==> config.mk <==
export PLATFORM = sky130hd
export DESIGN_NAME = step_sequencer
export DESIGN_NICKNAME = d
export VERILOG_FILES = /design/src/rtl/drum_pkg.sv /design/src/rtl/step_timer.sv /design/src/rtl/step_sequencer.sv
export SDC_FILE = /design/constraint.sdc
export NUM_CORES = 1
export LEC_CHECK = 0
export ABC_AREA = 0
export BUFFER_PORTS_ARGS = -buffer_cell sky130_fd_sc_hd__buf_2
export CORE_AREA = 2 2 125 127
export DETAILED_ROUTE_END_ITERATION = 16
export DIE_AREA = 0 0 127 129
export GPL_ROUTABILITY_DRIVEN = 0
export SETUP_SLACK_MARGIN = 0.5
export SYNTH_ARGS = -nofsm -noshare
export SYNTH_HDL_FRONTEND = slang
export SYNTH_HIERARCHICAL = 1
export SYNTH_SLANG_ARGS = --single-unit
==> constraint.sdc <==
create_clock -name clk_150 -period 7.9 [get_ports clk_150]
set_input_delay 1.185 -clock clk_150 [delete_from_list [all_inputs] [get_ports clk_150]]
set_output_delay 1.185 -clock clk_150 [all_outputs]
set_load 0.02 [all_outputs]
==> src/rtl/drum_pkg.sv <==
// Shared sizes and state encoding for the drum step sequencer.
package drum_pkg;

    localparam int unsigned NUM_VOICES = 4;
    localparam int unsigned NUM_STEPS  = 16;
    localparam int unsigned STEP_W     = $clog2(NUM_STEPS);
    localparam int unsigned VOICE_W    = $clog2(NUM_VOICES);
    localparam int unsigned PAT_W      = NUM_VOICES * NUM_STEPS;

    typedef enum logic {
        ST_STOPPED = 1'b0,
        ST_RUNNING = 1'b1
    } state_e;

endpackage

==> src/rtl/step_timer.sv <==
// Counts audio ticks within a step; emits fire (first tick of step) and advance (last tick).
module step_timer #(
    parameter int unsigned SPS_W = 16
) (
    input  logic             clk,
    input  logic             rst_n,
    input  logic             load,
    input  logic             tick_en,
    input  logic [SPS_W-1:0] samples_per_step,
    output logic             fire_c,
    output logic             advance_c
);

    logic [SPS_W-1:0] tick_cnt_q, tick_cnt_d;
    logic [SPS_W-1:0] sps_lat_q, sps_lat_d;
    logic [SPS_W-1:0] sps_eff;
    logic             last_tick;

    always_ff @(posedge clk or negedge rst_n) begin
        if (!rst_n) begin
            tick_cnt_q <= '0;
            sps_lat_q  <= SPS_W'(1);
        end else begin
            tick_cnt_q <= tick_cnt_d;
            sps_lat_q  <= sps_lat_d;
        end
    end

    // Tempo is only sampled at start and at step boundaries.
    always_comb begin
        tick_cnt_d = tick_cnt_q;
        sps_lat_d  = sps_lat_q;
        sps_eff    = (samples_per_step == '0) ? SPS_W'(1) : samples_per_step;
        last_tick  = (tick_cnt_q == (sps_lat_q - SPS_W'(1)));
        fire_c     = tick_en && (tick_cnt_q == '0);
        advance_c  = tick_en && last_tick;
        if (load) begin
            tick_cnt_d = '0;
            sps_lat_d  = sps_eff;
        end else if (tick_en) begin
            if (last_tick) begin
                tick_cnt_d = '0;
                sps_lat_d  = sps_eff;
            end else begin
                tick_cnt_d = tick_cnt_q + SPS_W'(1);
            end
        end
    end

endmodule

==> src/rtl/step_sequencer.sv <==
// Drum-pattern scheduler: run/stop FSM, writable voice x step pattern, trigger and LED registers.
module step_sequencer
    import drum_pkg::*;
#(
    parameter int unsigned      SPS_W        = 16,
    parameter logic [PAT_W-1:0] INIT_PATTERN = '0
) (
    input  logic                  clk_150,
    input  logic                  reset_n,
    input  logic                  audio_tick,
    input  logic                  start_stop,
    input  logic [SPS_W-1:0]      samples_per_step,
    input  logic                  pat_we,
    input  logic [VOICE_W-1:0]    pat_voice,
    input  logic [STEP_W-1:0]     pat_step,
    input  logic                  pat_data,
    output logic [NUM_VOICES-1:0] trig,
    output logic [STEP_W-1:0]     step_idx,
    output logic                  running,
    output logic                  beat_led
);

    state_e                  state_q, state_d;
    logic [STEP_W-1:0]       step_idx_q, step_idx_d;
    logic [NUM_VOICES-1:0]   trig_q, trig_d;
    logic                    beat_led_q, beat_led_d;
    logic [PAT_W-1:0]        pattern_q, pattern_d;
    logic [NUM_VOICES-1:0]   column;
    logic                    tick_en;
    logic                    fire_c;
    logic                    advance_c;

    // A start/stop request swallows any coincident tick.
    assign tick_en = (state_q == ST_RUNNING) && audio_tick && !start_stop;

    step_timer #(
        .SPS_W (SPS_W)
    ) u_step_timer (
        .clk              (clk_150),
        .rst_n            (reset_n),
        .load             (start_stop),
        .tick_en          (tick_en),
        .samples_per_step (samples_per_step),
        .fire_c           (fire_c),
        .advance_c        (advance_c)
    );

    always_ff @(posedge clk_150 or negedge reset_n) begin
        if (!reset_n) begin
            state_q    <= ST_STOPPED;
            step_idx_q <= '0;
            trig_q     <= '0;
            beat_led_q <= 1'b0;
            pattern_q  <= INIT_PATTERN;
        end else begin
            state_q    <= state_d;
            step_idx_q <= step_idx_d;
            trig_q     <= trig_d;
            beat_led_q <= beat_led_d;
            pattern_q  <= pattern_d;
        end
    end

    // Pattern bit index is {voice, step}; reads use the pre-write value.
    always_comb begin
        column     = '0;
        state_d    = state_q;
        step_idx_d = step_idx_q;
        trig_d     = '0;
        pattern_d  = pattern_q;

        for (int v = 0; v < NUM_VOICES; v++) begin
            column[v] = pattern_q[{VOICE_W'(v), step_idx_q}];
        end

        if (pat_we) begin
            pattern_d[{pat_voice, pat_step}] = pat_data;
        end

        if (start_stop) begin
            state_d    = (state_q == ST_RUNNING) ? ST_STOPPED : ST_RUNNING;
            step_idx_d = '0;
        end else begin
            if (fire_c) begin
                trig_d = column;
            end
            if (advance_c) begin
                step_idx_d = step_idx_q + STEP_W'(1);
            end
        end

        beat_led_d = (state_d == ST_RUNNING) && (step_idx_d[1:0] == 2'b00);
    end

    assign trig     = trig_q;
    assign step_idx = step_idx_q;
    assign running  = (state_q == ST_RUNNING);
    assign beat_led = beat_led_q;

endmodule

==> results of run 1 <==
Yosys cell counts, types with 3 or more instances:
library cell,number
buf_6,6
mux4_2,4
mux2_1,15
ha_1,4
xnor2_1,14
and4_1,4
nand4_1,7
o21ai_0,10
mux2i_1,16
nand2_1,17
nor4_1,11
a31oi_1,3
clkbuf_1,18
nand2b_1,5
nor2b_1,7
o22ai_1,5
nand3_1,12
xor2_1,12
nor3_1,6
a221oi_1,4
and2_1,4
o31ai_1,4
dfrtp_1,105
nand3b_1,5
nor2_1,92
o32ai_1,7
and3_1,4
mux4_1,7
buf_2,5
inv_1,8
or4_1,3
mux2_2,65
or3_1,3
a21oi_1,7
worst min-delay path by stage:
| stage | from | end | slack, ns | depth (start not counted) |
|---|---|---|---|---|
| floorplan | pattern_q[25] | pattern_q[25] | 0.47 | 1 |
| global placement | pattern_q[61] | pattern_q[61] | 0.48 | 1 |
| detailed placement | pattern_q[20] | pattern_q[20] | 0.49 | 1 |
| CTS | pattern_q[61] | pattern_q[61] | 0.51 | 1 |
| global route | pattern_q[45] | pattern_q[45] | 0.53 | 1 |
| finish | pattern_q[12] | pattern_q[12] | 0.50 | 1 |
registers in the layout, indices dropped and copies added (netlist names):
register	count
pattern_q	64
u_step_timer/sps_lat_q	16
u_step_timer/tick_cnt_q	16
step_idx	4
trig	4
beat_led	1
running	1
per-layer routing:
| layer | vias to the layer above | part of all wire | track usage |
|---|---|---|---|
| met5 | - | 0 | 0 |
| met4 | 0 | 0.012 | 0.04783 |
| met3 | 17 | 0.049 | 0.04200 |
| met2 | 92 | 0.48 | 0.2853 |
| met1 | 2109 | 0.46 | 0.2400 |
| li1 | 1998 | - | - |
power groups by stage:
| stage | combinational (mW) | sequential (mW) | clock [mW] |
|---|---|---|---|
| after floorplan | 0.128 | 0.646 | 0 |
| after global placement | 0.179 | 0.649 | 0 |
| after detailed placement | 0.184 | 0.654 | 0 |
| after CTS | 0.185 | 0.643 | 0.465 |
| after global routing | 0.203 | 0.651 | 0.487 |
| final | 0.182 | 0.643 | 0.449 |
cells by family (layout without fill, tap and decap cells):
family / after synthesis / in the layout / synth area share
flops: 106 / 106 / 0.4467
xor+xnor: 26 / 26 / 0.03833
buf+inv: 40 / 64 / 0.03728
mux: 108 / 108 / 0.2289
fa+ha+maj: 4 / 4 / 0.008425
compound gates: 57 / 57 / 0.07372
simple gates: 196 / 196 / 0.1666
stage by stage:
step	setup slack (ns)	instance area, um^2	total power, mW	utilization
floorplan	4.987	5941	0.7739	-
global placement	4.207	6195	0.8279	0.4136
detailed placement	4.063	6195	0.8383	0.4136
CTS	4.043	6490	1.293	0.4333
global route	3.733	6490	1.340	0.4333
finish	4.013	6490	1.274	0.4333
layout make-up:
class,count,area (um^2)
timing repair buffer,40,210.2
fill,1393,8487
inverter,8,30.03
clock inverter,7,70.07
clock buffer,9,225.2
tap,188,235.2
sequential,106,2654
multi-input combinational,391,3065
==> impl_metrics.tcl, run 1 <==
set metrics [dict create \
    netlist_instances 537 \
    clkTransAtPathRegs_ns 0.07 \
    viasPerCell 5.629 \
    cts_setup_buffers 0 \
    cp-start-kind "register" \
    io_pins 38 \
    min_path_type "reg2reg" \
    area_delta_synth_final_pct 9.246 \
    wl_um 13700 \
    grt_setup_unrepaired "no" \
    crit_fanout 21 \
    ys_seq_area_frac 0.4467 \
    cp_slowest_cell "o31ai_4" \
    route.vias.total 4216 \
    dieArea_um2 16380 \
    yosysTopAreaCell "dfrtp_1" \
    path_class "reg2reg" \
    most-common-layout-cells "dfrtp_1, nor2_1, mux2_2" \
    synth_top_area_frac 0.4423 \
    drtIter0Drc 291 \
    final_common_cell "dfrtp_1" \
    crit_buf_inv 1 \
    status "finished clean" \
    holdBufCountCts 0 \
    antenna_left 0 \
    ff2ff_setup_slack_ns 4.01 \
    setup_viol 0 \
    async_reset_ff_frac 1.000 \
    crit_path_max_incr_delay_ns 1.11 \
    grt_use_total 0.1765 \
    dpl.hpwl_um 9208 \
    crit_required_ns 8.14 \
    slew_viol_final 0 \
    seqPwrFrac 0.504 \
    cts_tree "built" \
    grt_pass1_wl_um 22400 \
    cts_root_buf "clkbuf_16" \
    place_inst 733 \
    grt_max_degree 66 \
    drc 0 \
    core.rowCount 45 \
    grt_pass1_vias 4201 \
    core_um2 14980 \
    ys_warn_count 6 \
    startpoint "u_step_timer/sps_lat_q[0]" \
    power_frac_clock 0.353 \
    final_nets 588 \
    num_antenna_cells 0 \
    dieWidth_um 127 \
    cts_sinks 106 \
    fin_skew_ns 0.006750 \
    synth_area_per_cell_um2 11.06 \
    cap_violations 0 \
    cts_resized 0 \
    die_h_um 129 \
    syn_nets 569 \
    worstSkewPairLatency_ns 0.36 \
    synth_area_um2 5941 \
    cp-endpoint "u_step_timer/sps_lat_q[6]" \
    numCtsBuffers 9 \
    p_sw_mw 0.3608 \
    switching_share 0.2831 \
    stdcell_count 749 \
    dr.pass1.iters 4 \
    power_density_nw_per_um2 196.3 \
    cp_cell_sequence "inv_1 > ha_1 > or4b_1 > nor4_1 > xnor2_1 > o2111ai_1 > o31ai_4 > mux2_1" \
    combPwrFrac 0.143 \
    p_int_mw 0.9134 \
    ys_top_cells_by_area "dfrtp_1, mux2_2, nor2_1" \
    synth-edff-count 0 \
    hold_viol 0 \
    ir_drop_uv 121.1 \
    fin_tns_setup_ns 0 \
    hold_ws_ns 0.5045 \
    reg2reg_to "u_step_timer/sps_lat_q[6]" \
    max_freq_mhz 257.3 \
    reg2reg_depth 8 \
    tightest_slew_ns 1.151 \
    port_buffers 37 \
    fin_crit_ns 3.887 \
    timing.final.crit_share 0.4920 \
    synth-seq-cells 106 \
    crit_path_end_kind "register" \
    cp.depth 8 \
    cpLargestDelayFamily "compound AO/OA/AOI/OAI gates" \
    synth-main-ff-cell "dfrtp_1" \
    wl_per_cell_um 18.28 \
    yosysUniqueCellTypes 65 \
    slew_headroom 0.2329 \
    ctsHtreeMaxLevel 3 \
    leakage_nw 2.704 \
    grt_overflow 0 \
    critPathArrivalTime_ns 4.12 \
    drive_gt1_frac 0.2406 \
    clock_path_buffers 2 \
    initial_core_util 0.3967 \
    grt_antenna_before_repair 0 \
    rr_startpoint "u_step_timer/sps_lat_q[0]" \
]
(Power assumes the default switching activity.)
==> run 2: changes to the inputs <==
- ABC_AREA: 0 -> 1
- CORE_AREA: 2 2 125 127 -> 2 2 130 132
- DIE_AREA: 0 0 127 129 -> 0 0 132 134
- clock period: 7.9 -> 3.56 ns (I/O delays scaled with it)
==> run 2 against run 1 <==
Maximum frequency is 51% higher; final cell count rose by 51%; sequential power rose by 140%; non-clock buffer count is 15 higher; combinational power grew to 4.2 times the previous value; critical endpoint is now step_idx[3]; sequential cell count is the same; worst hold slack got worse by 0.085 ns; utilization up 0.21 points; clock skew grew 0.0034 ns; setup slack got worse by 3.0 ns.
==> impl_metrics.tcl, run 2 <==
set metrics [dict create \
    grt_use_total 0.2005 \
    max_freq_mhz 389.4 \
    crit_path_end_kind "register" \
    leakage_nw 3.446 \
    io_pins 38 \
    grt_overflow 0 \
    num_antenna_cells 0 \
    place_inst 1113 \
    grt_antenna_before_repair 0 \
    ys_warn_count 6 \
    synth_common_cells "nand2_1, dfrtp_1, inv_1" \
    ys_seq_area_frac 0.4141 \
    grt_max_degree 99 \
    stdcell_count 1130 \
    regMostFlops "pattern_q" \
    setup_viol 0 \
    cp-start-kind "register" \
    yosysUniqueCellTypes 38 \
    path_class "reg2reg" \
    crit_fanout 5 \
    top_regs "pattern_q (64), u_step_timer/sps_lat_q (16), u_step_timer/tick_cnt_q (16)" \
    async_reset_ff_frac 1.000 \
    grt_pass1_vias 5456 \
    area_delta_synth_final_pct 10.68 \
    place_ws_ns 1.041 \
    ys_top_cells_by_area "dfrtp_1, nand2_1, nand3_1" \
    cap_violations 0 \
    hold_start "samples_per_step[8]" \
    hold_ws_ns 0.4195 \
    rr_startpoint "u_step_timer/sps_lat_q[0]" \
    synth_area_um2 6409 \
    clkTransAtPathRegs_ns 0.07 \
    fin_crit_ns 2.568 \
    ff2ff_setup_slack_ns 0.99 \
    viasPerCell 5.168 \
    most-common-layout-cells "nand2_1, dfrtp_1, inv_1" \
    synth_top_area_frac 0.4100 \
    clock_path_buffers 2 \
    cts_sinks 106 \
    worstSkewPairLatency_ns 0.36 \
    syn_nets 920 \
    wl_per_cell_um 15.27 \
    status "finished clean" \
    tightest_slew_ns 1.089 \
    dieArea_um2 17690 \
    slew_headroom 0.2700 \
    synth_area_per_cell_um2 7.217 \
    crit_required_ns 3.83 \
    grt_setup_unrepaired "no" \
    cts_root_buf "clkbuf_16" \
    final_common_cell "nand2_1" \
    fin_tns_setup_ns 0 \
    fin_ws_ns 0.9922 \
    timing.final.crit_share 0.7213 \
    total_power_mw 3.272 \
    final_nets 937 \
    die_h_um 134 \
    synth-seq-cells 106 \
    slew_viol_final 0 \
    largest_reg_flops 64 \
    fin_skew_ns 0.01013 \
    core_um2 16290 \
    initial_core_util 0.3934 \
    power_density_nw_per_um2 461.2 \
    dieWidth_um 132 \
    dpl.hpwl_um 11820 \
    antenna_left 0 \
    ir_drop_uv 271.8 \
    startpoint "u_step_timer/sps_lat_q[0]" \
    synth-main-ff-cell "dfrtp_1" \
    yosysMostFrequentCell "nand2_1" \
    cts_tree "built" \
    ctsHtreeMaxLevel 3 \
    synth-edff-count 0 \
    final_cell_area_um2 7093 \
    min_path_type "in2reg" \
    grt_pass1_wl_um 28460 \
    numCtsBuffers 9 \
    port_buffers 37 \
    drtIter0Drc 546 \
    drive_gt1_frac 0.1077 \
    route.vias.total 5840 \
    hold_viol 0 \
    netlist_instances 888 \
    cts_setup_buffers 0 \
    wl_um 17250 \
    dpl-instance-area_um2 6797 \
    critPathArrivalTime_ns 2.84 \
    dr.pass1.iters 5 \
    drc 0 \
    final_util 0.4354 \
    yosysTopAreaCell "dfrtp_1" \
    core.rowCount 47 \
]
run 2: cell count changes after synthesis, sizes merged, moves of 7 or more:
cell,delta
clkbuf,+9
nand2,+237
nor2b,-7
buf,+8
nor3,+13
mux2,-80
nor2,-33
inv,+91
mux4,-12
a31oi,+52
nand3,+76
o21ai,+15
mux2i,-14
a21oi,+59
run 2: worst paths after layout:
path	endpoint	depth (start not counted)
worst max-delay path	step_idx[3]	18
worst min register to register	pattern_q[32]	2
max in group asynchronous	pattern_q[12]	3
worst max register to register	step_idx[3]	18
worst min-delay path	u_step_timer/sps_lat_q[8]	3
min in group asynchronous	u_step_timer/tick_cnt_q[14]	2
run 2: cells by family (layout without fill, tap and decap cells):
kind of cell | count (synthesis) | after routing | share of synthesized area
and+or+nand+nor | 446 | 446 | 0.3094
xor gates and xnor gates | 27 | 27 | 0.03690
AOI/OAI and AO/OA | 151 | 151 | 0.1304
muxes | 2 | 2 | 0.003124
DFF | 106 | 106 | 0.4141
buffers and inverters | 152 | 174 | 0.09820
adders and majority gates | 4 | 4 | 0.007810
run 2: metal layers:
| metal | up-vias | global-route usage | part of all wire |
|---|---|---|---|
| met5 | - | 0 | 0 |
| met4 | 0 | 0.05616 | 0.020 |
| met3 | 27 | 0.04384 | 0.049 |
| met2 | 165 | 0.3313 | 0.47 |
| met1 | 2699 | 0.2662 | 0.46 |
| li1 | 2949 | - | - |
run 2: layout make-up:
type,count,area [um^2]
Clock buffer,10,229.0
Tap cell,220,275.3
Timing Repair Buffer,55,350.3
Inverter,103,386.6
Clock inverter,6,57.56
Fill cell,1714,9196
Sequential cell,106,2654
Multi-Input combinational cell,630,3141
run 2: critical path, stage by stage (launching register included):
cell,delay [ns]
dfstp_2,0.54
inv_1,0.09
ha_1,0.31
inv_1,0.04
nand2_1,0.05
nand2_1,0.04
nor2_1,0.18
nand2_1,0.07
nor2_1,0.12
nand2_1,0.06
nor2_1,0.08
nand2_1,0.06
nor2_2,0.15
nand3_4,0.10
inv_1,0.11
nand2_1,0.09
nor2_1,0.12
a21oi_1,0.07
nor3_1,0.20
run 2: repair_timing:
action                    CTS  global route
hold buffers                1             0
gates resized for setup     0             0
hold endpoints to repair    5             0
run 2: report_power, final:
| group | total [mW] | internal [mW] | switching, mW |
|---|---|---|---|
| sequential | 1.52 | 1.39 | 0.133 |
| clock | 0.984 | 0.493 | 0.490 |
| combinational | 0.768 | 0.286 | 0.482 |
| total | 3.27 | 2.17 | 1.10 |
==> run 3: changes to the inputs <==
- clock period: 3.56 -> 2.5 ns (I/O delays scaled with it)
==> run 3 against run 2 <==
Critical path depth unchanged; sequential power grew 42%; combinational power up 61%; global-route usage is 0.29 points lower; final cell count up 1.9%; largest cell class unchanged; register-to-register slack worse by 0.69 ns; total power rose by 50%; via count increased by 1.4%; count of clock-buffer cells in the layout unchanged; critical endpoint unchanged; non-clock buffer count increased by 19; die area unchanged; maximum frequency is 17% higher.
==> impl_metrics.tcl, run 3 (same netlist as run 2, synthesis figures left out) <==
set metrics [dict create \
    status "finished clean" \
    dpl.hpwl_um 11860 \
    timing.final.crit_share 0.8797 \
    ir_drop_uv 399.2 \
    slew_viol_final 0 \
    leakage_nw 3.630 \
    initial_core_util 0.3934 \
    grt_antenna_before_repair 0 \
    fin_skew_ns 0.01198 \
    grt_setup_unrepaired "yes" \
    grt_use_total 0.1976 \
    grtUsageMet2 0.3267 \
    final_nets 958 \
    dieArea_um2 17690 \
    hold_viol 0 \
    die_h_um 134 \
    hold_ws_ns 0.2623 \
    dieWidth_um 132 \
    clkTransAtPathRegs_ns 0.07 \
    grt_max_degree 58 \
    grt_pass1_vias 5330 \
    drive_gt1_frac 0.1633 \
    grt_overflow 0 \
    clock_path_buffers 2 \
    critPathArrivalTime_ns 2.48 \
    worstSkewPairLatency_ns 0.37 \
    largest_reg_flops 64 \
    regMostFlops "pattern_q" \
    num_antenna_cells 0 \
    use_met1 0.2716 \
    cp-start-kind "register" \
    viasPerCell 5.144 \
    core.rowCount 47 \
    drc 0 \
    dr.pass1.iters 5 \
    fin_crit_ns 2.199 \
    io_pins 38 \
    ctsHtreeMaxLevel 3 \
    final_common_cell "nand2_1" \
    max_freq_mhz 454.7 \
    min_path_type "in2reg" \
    top_regs "pattern_q (64), u_step_timer/sps_lat_q (16), u_step_timer/tick_cnt_q (16)" \
    tightest_slew_ns 0.6288 \
    drtIter0Drc 511 \
    met3_usage 0.02986 \
    final_util 0.4583 \
    crit_fanout 4 \
    power_density_nw_per_um2 656.7 \
    port_buffers 37 \
    crit_path_end_kind "register" \
    slew_headroom 0.5782 \
    wl_per_cell_um 15.17 \
    cap_violations 0 \
    cts_root_buf "clkbuf_16" \
    path_class "reg2reg" \
    area_delta_synth_final_pct 16.50 \
    most-common-layout-cells "nand2_1, dfrtp_1, inv_1" \
    grt-busiest-layer "met2" \
    wl_um 17460 \
    crit_required_ns 2.78 \
    core_um2 16290 \
    cts_sinks 106 \
    cts_tree "built" \
    fin_tns_setup_ns 0 \
    setup_viol 0 \
    numCtsBuffers 9 \
    antenna_left 0 \
    grt_pass1_wl_um 27930 \
    route.vias.total 5921 \
]
[run 3: cell types whose count changed in the layout (fill, tap and decap cells not counted), sizes merged]
cell,change
buf,+19
bufinv,+1
inv,-1
nand2,+2
[run 3: routing by layer]
metal	part of all wire	wire [um]
met5	0	0
met3	0.044	761
met4	0.012	209
met2	0.48	8394
met1	0.46	8097
[run 3: worst max-delay path, stage by stage (launching register included)]
cell and delay (ns):
dfstp_2 0.55, inv_4 0.05, ha_4 0.26, inv_2 0.02
nand2_1 0.04, nand2_1 0.05, nor2_2 0.10, nand2_1 0.07
nor2_1 0.08, nand2_1 0.05, nor2_1 0.08, nand2_1 0.09
nor2_4 0.12, nand3_4 0.09, inv_4 0.08, nand2_4 0.06
nor2_2 0.09, a21oi_1 0.07, nor3_1 0.17
[run 3: final cells by class]
cell class / count / area (um^2)
repair buffers: 74 / 500.5
inverters: 103 / 391.6
clock buffers: 10 / 239.0
multi-input cells: 632 / 3332
fillers: 1654 / 8823
well taps: 220 / 275.3
flip-flops and latches: 106 / 2658
clock inverters: 6 / 70.07
[run 3: per-stage QoR]
stage	setup WS (ns)	std cells	total power [mW]	cell area, um^2
3_5_place_dp	0.1351	1123	3.318	6898
4_1_cts	0.2959	1144	4.866	7302
2_1_floorplan	0.1544	888	2.984	6439
6_report	0.3009	1151	4.903	7466
5_1_grt	0.08455	1151	5.202	7466
3_3_place_gp	0.2011	1123	3.298	6898
[run 3: path summary, 6_finish.rpt]
path / startpoint / endpoint / slack [ns] / cells after the start
setup / recovery: u_step_timer/sps_lat_q[0] / step_idx[3] / 0.30 / 18
hold / removal: samples_per_step[5] / u_step_timer/sps_lat_q[5] / 0.26 / 3
setup reg to reg: u_step_timer/sps_lat_q[0] / step_idx[3] / 0.30 / 18
hold reg to reg: pattern_q[32] / pattern_q[32] / 0.49 / 2
max in group asynchronous: reset_n / u_step_timer/sps_lat_q[0] / 1.39 / 3
min in group asynchronous: reset_n / u_step_timer/tick_cnt_q[11] / 0.49 / 2
[run 3: power by group]
part / leakage [nW] / switching [mW] / total (mW) / internal [mW]
registers: 1.35 / 0.180 / 2.16 / 1.98
clock network: 0.154 / 0.691 / 1.51 / 0.816
logic: 2.12 / 0.753 / 1.24 / 0.486
total: 3.63 / 1.62 / 4.90 / 3.28
[run 3: what timing repair did]
| action | CTS | global route |
|---|---|---|
| cloned | 0 | 2 |
| hold buffers | 1 | 0 |
| pin swaps | 7 | 6 |
| endpoints found under the setup margin | 35 | 37 |
| hold endpoints to repair | 26 | 0 |
| resized for setup | 12 | 31 |
| setup buffers | 4 | 5 |
